$ cat config.mk
export PLATFORM = sky130hd
export DESIGN_NAME = pc_fetch_ctrl
export DESIGN_NICKNAME = d
export VERILOG_FILES = /design/src/rtl/riscv_pkg.sv /design/src/rtl/pc_next_mux.sv /design/src/rtl/pc_fetch_ctrl.sv
export SDC_FILE = /design/constraint.sdc
export NUM_CORES = 1
export LEC_CHECK = 0
export CORE_MARGIN = 1
export CORE_UTILIZATION = 47
export DETAILED_ROUTE_END_ITERATION = 7
export PLACE_DENSITY = 0.84
export SLEW_MARGIN = 30
export SYNTH_ARGS = -nofsm -noshare
export SYNTH_HDL_FRONTEND = slang
export SYNTH_HIERARCHICAL = 1
export SYNTH_SLANG_ARGS = --single-unit
$ cat constraint.sdc
create_clock -name clk -period 5.1 [get_ports clk]
set_input_delay 1.275 -clock clk [delete_from_list [all_inputs] [get_ports clk]]
set_output_delay 1.275 -clock clk [all_outputs]
set_load 0.1 [all_outputs]
$ cat src/rtl/riscv_pkg.sv
// Shared types and default constants for the fetch sequencer of the single-cycle core.
package riscv_pkg;

    localparam int          DEF_XLEN      = 32;
    localparam logic [31:0] DEF_RESET_VEC = 32'h0000_0000;
    localparam logic [31:0] DEF_TRAP_VEC  = 32'h0000_0040;
    localparam int          DEF_PC_STEP   = 1;

    typedef enum logic [2:0] {
        ST_IDLE   = 3'd0,
        ST_FETCH  = 3'd1,
        ST_STALL  = 3'd2,
        ST_HALTED = 3'd3
    } fetch_state_e;

endpackage

$ cat src/rtl/pc_next_mux.sv
// Next-PC select for a committing instruction: trap > redirect > sequential step.
module pc_next_mux
    import riscv_pkg::*;
#(
    parameter int               XLEN     = DEF_XLEN,
    parameter logic [XLEN-1:0]  TRAP_VEC = XLEN'(DEF_TRAP_VEC),
    parameter int               PC_STEP  = DEF_PC_STEP
) (
    input  logic [XLEN-1:0] pc,
    input  logic            trap,
    input  logic            redirect,
    input  logic [XLEN-1:0] redirect_target,
    output logic [XLEN-1:0] pc_next
);

    logic [XLEN-1:0] pc_seq;

    // Truncating add: the PC wraps modulo 2^XLEN.
    assign pc_seq = pc + XLEN'(PC_STEP);

    always_comb begin
        pc_next = pc_seq;
        if (trap) begin
            pc_next = TRAP_VEC;
        end else if (redirect) begin
            pc_next = redirect_target;
        end
    end

endmodule

$ cat src/rtl/pc_fetch_ctrl.sv
// Program-counter owner: sequences IDLE/FETCH/STALL/HALTED and issues instruction fetches.
module pc_fetch_ctrl
    import riscv_pkg::*;
#(
    parameter int               XLEN      = DEF_XLEN,
    parameter logic [XLEN-1:0]  RESET_VEC = XLEN'(DEF_RESET_VEC),
    parameter logic [XLEN-1:0]  TRAP_VEC  = XLEN'(DEF_TRAP_VEC),
    parameter int               PC_STEP   = DEF_PC_STEP
) (
    input  logic            clk,
    input  logic            reset,
    input  logic            start,
    output logic            imem_req,
    output logic [XLEN-1:0] imem_addr,
    input  logic            imem_ready,
    input  logic            stall,
    input  logic            redirect,
    input  logic [XLEN-1:0] redirect_target,
    input  logic            trap,
    input  logic            halt,
    input  logic            resume,
    output logic [XLEN-1:0] pc,
    output logic [XLEN-1:0] epc,
    output logic            commit,
    output logic [XLEN-1:0] retire_cnt,
    output logic [2:0]      state
);

    fetch_state_e    state_q, state_d;
    logic [XLEN-1:0] pc_q, pc_d;
    logic [XLEN-1:0] epc_q, epc_d;
    logic [XLEN-1:0] retire_q, retire_d;
    logic [XLEN-1:0] pc_next;

    pc_next_mux #(
        .XLEN     (XLEN),
        .TRAP_VEC (TRAP_VEC),
        .PC_STEP  (PC_STEP)
    ) u_pc_next_mux (
        .pc              (pc_q),
        .trap            (trap),
        .redirect        (redirect),
        .redirect_target (redirect_target),
        .pc_next         (pc_next)
    );

    // imem_req/imem_ready: the instruction at pc transfers on a cycle where both are high
    // (only possible in FETCH); it commits in that same cycle only if stall is also low.
    assign imem_req  = (state_q == ST_FETCH) && !reset;
    assign commit    = imem_req && imem_ready && !stall;
    assign imem_addr = pc_q;
    assign pc        = pc_q;
    assign epc       = epc_q;
    assign retire_cnt = retire_q;
    assign state     = state_q;

    always_comb begin
        state_d  = state_q;
        pc_d     = pc_q;
        epc_d    = epc_q;
        retire_d = retire_q;
        unique case (state_q)
            ST_IDLE: begin
                if (start) state_d = ST_FETCH;
            end
            ST_FETCH: begin
                if (imem_ready && stall) begin
                    state_d = ST_STALL;
                end else if (imem_ready) begin
                    pc_d     = pc_next;
                    retire_d = retire_q + XLEN'(1);
                    if (trap) epc_d = pc_q;
                    if (halt) state_d = ST_HALTED;
                end
            end
            ST_STALL: begin
                if (!stall) state_d = ST_FETCH;
            end
            ST_HALTED: begin
                if (resume) state_d = ST_FETCH;
            end
            default: state_d = ST_IDLE;
        endcase
    end

    always_ff @(posedge clk or posedge reset) begin
        if (reset) begin
            state_q  <= ST_IDLE;
            pc_q     <= RESET_VEC;
            epc_q    <= '0;
            retire_q <= '0;
        end else begin
            state_q  <= state_d;
            pc_q     <= pc_d;
            epc_q    <= epc_d;
            retire_q <= retire_d;
        end
    end

endmodule

==> impl_metrics.env <==
export IMPL_outcome="finished with violations"
export IMPL_violations="design-rule violations"
export IMPL_async_reset_ff_frac=1.00
export IMPL_numPortBuffers=172
export IMPL_reg2regPathDepth=7
export IMPL_min_delay_start="retire_cnt[29]$_DFFE_PP0P_"
export IMPL_slew_headroom=0.317
export IMPL_cts_num_sinks=98
export IMPL_fp_dieW_um=111
export IMPL_route_detailed_drc=30
export IMPL_crit_path_end="commit"
export IMPL_timing_fmax_mhz=270
export IMPL_ys_seq_area_frac=0.438
export IMPL_post_cts_buffers=0
export IMPL_worstMarginPinSlew_ns=1.02
export IMPL_cts_tree="yes"
export IMPL_num_vias=4831
export IMPL_cpPeakStageDelay_ns=0.49
export IMPL_vias_per_cell=5.66
export IMPL_yosysUniqueCellTypes=51
export IMPL_hold_class="reg2reg"
export IMPL_fin_nets=748
export IMPL_max_cap_viol_count=0
export IMPL_ant_nets=0
export IMPL_r2r_end="imem_addr[24]$_DFFE_PP0P_"
export IMPL_ys_warn_count=6
export IMPL_crit_buf_inv=2
export IMPL_htreeDepth=3
export IMPL_syn_inst=576
export IMPL_first_pass_iters=7
export IMPL_yosysTopAreaCell="dfrtp_1"
export IMPL_die_area_um2=12300
export IMPL_track_usage=0.238
export IMPL_root_buffer="clkbuf_16"
export IMPL_drt_iter0_markers=295
export IMPL_startpoint="stall"
export IMPL_place_congestion=0.821
export IMPL_cts_hold_buffers=0
export IMPL_grt_pass1_wl_um=23700
export IMPL_setup_slack_ns=1.40
export IMPL_cpLargestDelayFamily="buffers and inverters"
export IMPL_place_hpwl_um=10000
export IMPL_r2r_start="imem_addr[0]$_DFFE_PP0P_"
export IMPL_cp_start_kind="primary input"
export IMPL_yosysTopAreaCellShare=0.438
export IMPL_clock_path_buffers=2
export IMPL_grt_max_degree=57
export IMPL_fin_skew_ns=0.00829
export IMPL_drive_above_1_share=0.0972
export IMPL_path_class="in2out"
export IMPL_area_growth_pct=32.7
export IMPL_rsz0062_at_grt="no"
export IMPL_post_route_period_util=0.726
export IMPL_reg2reg_slack_ns=2.56
export IMPL_synth_top_cells_by_area="dfrtp_1 (44%), nand2_1 (8.3%), mux2_4 (8.0%)"
export IMPL_netlist_area_um2=5600
export IMPL_antenna_cells=0
export IMPL_synth_nets=619
export IMPL_setup_viol_count_final=0
export IMPL_core_area_um2=11500
export IMPL_synth_area_per_cell_um2=9.72
export IMPL_crit_cells=4
export IMPL_cts_repair_resized=0
export IMPL_fin_setup_tns_ns=0
export IMPL_synth_top_flop_cell="dfrtp_1"
export IMPL_clkLatencyLatePin_ns=0.34
export IMPL_arrival_ns=2.43
export IMPL_hold_viol_final=0
export IMPL_cts_buffers=9
export IMPL_grt_pass1_vias=4676
export IMPL_final_common_cell="clkdlybuf4s50_1"
export IMPL_synth_seq_cells=98
export IMPL_post_place_ws_ns=1.36
export IMPL_final_max_slew_violation_count=0
export IMPL_grt_ovfl_total=0
export IMPL_grt_antenna_before_repair=0
export IMPL_synth_edf_count=0
export IMPL_cp_cell_sequence="clkdlybuf4s50_1 > nand4bb_4 > nor2_1 > buf_12"
export IMPL_fin_crit_ns=3.70
export IMPL_io_pins=174
export IMPL_start_util=0.486
export IMPL_wire_per_inst_um=17.3
export IMPL_slowest_stage="clkdlybuf4s50_1"
export IMPL_die_h_um=111
export IMPL_layout_common_cells="clkdlybuf4s50_1 (170), nand2_1 (124), dfrtp_1 (98)"
export IMPL_required_ns=3.83
export IMPL_clk_pin_slew_ns=0.07
export IMPL_drt_wl_total_um=14700
export IMPL_end_kind="output pin"
export IMPL_row_count=39
export IMPL_cp_max_fo=5
-- metrics by stage --
stage | instances | utilization | instance area, µm² | hold WS [ns]
floorplan | 576 | - | 5600 | 0.989
global placement | 837 | 0.619 | 7130 | 0.463
detailed placement | 837 | 0.619 | 7130 | 0.486
CTS | 853 | 0.644 | 7420 | 0.500
global route | 853 | 0.645 | 7430 | 0.511
finish | 853 | 0.645 | 7430 | 0.500
-- flip-flops by register name, indices dropped and copies added (netlist names) --
register    cells
epc            32
imem_addr      32
retire_cnt     32
state           2
-- cells in the mapped netlist (all sizes together) (2+ instances only) --
master,count
a221oi,2
mux2,32
or3,3
and4,6
a221o,2
nand2,125
clkbuf,9
or4,11
nor2,35
o21bai,4
nand4,26
and3,9
o31ai,10
nor3,4
inv,14
o21ai,4
xor2,13
a311oi,10
a211oi,9
or2,2
buf,51
o31a,4
dfrtp,98
a31oi,3
and2,3
nand3,27
mux2i,2
ha,2
xnor2,29
a21oi,8
nor4,10
-- cell families (layout without fill, tap and decap cells) --
group           after synthesis  in the layout  share of synthesized area
simple gates                266            266                      0.240
flops                        98             98                      0.438
buf+inv                      75            209                     0.0867
compound gates               58             58                     0.0765
xor+xnor                     42             42                     0.0657
mux                          34             34                     0.0881
fa+ha+maj                     2              2                    0.00447
other cells                   1              1                   0.000670
-- worst min path at each step --
stage | to | slack [ns] | cells past startpoint
floorplan | state[1]$_DFFE_PP0P_ | 0.99 | 2
global placement | retire_cnt[31]$_DFFE_PP0P_ | 0.46 | 1
finish | retire_cnt[29]$_DFFE_PP0P_ | 0.50 | 1
global route | retire_cnt[29]$_DFFE_PP0P_ | 0.51 | 1
detailed placement | retire_cnt[27]$_DFFE_PP0P_ | 0.49 | 1
CTS | retire_cnt[27]$_DFFE_PP0P_ | 0.50 | 1
-- area by class of cell --
cell class | instances | area [µm²]
Clock inverter | 6 | 50.0
Clock buffer | 10 | 239
Sequential cell | 98 | 2450
Timing Repair Buffer | 179 | 1780
Tap cell | 143 | 179
Multi-Input combinational cell | 403 | 2670
Inverter | 14 | 56.3
Fill cell | 929 | 4090
-- metal layers --
layer | wire length (µm) | share of wire | GRT usage | up-vias
met2 | 7380 | 0.50 | 0.403 | 222
met4 | 172 | 0.012 | 0.0604 | 0
met3 | 1190 | 0.081 | 0.0607 | 19
met1 | 6000 | 0.41 | 0.304 | 2348
met5 | 0 | 0 | 0 | -
li1 | - | - | - | 2242
Power is left out: the tool's default activity adds up to more than one toggle a clock period on the data nets, which glitch-free logic cannot reach.
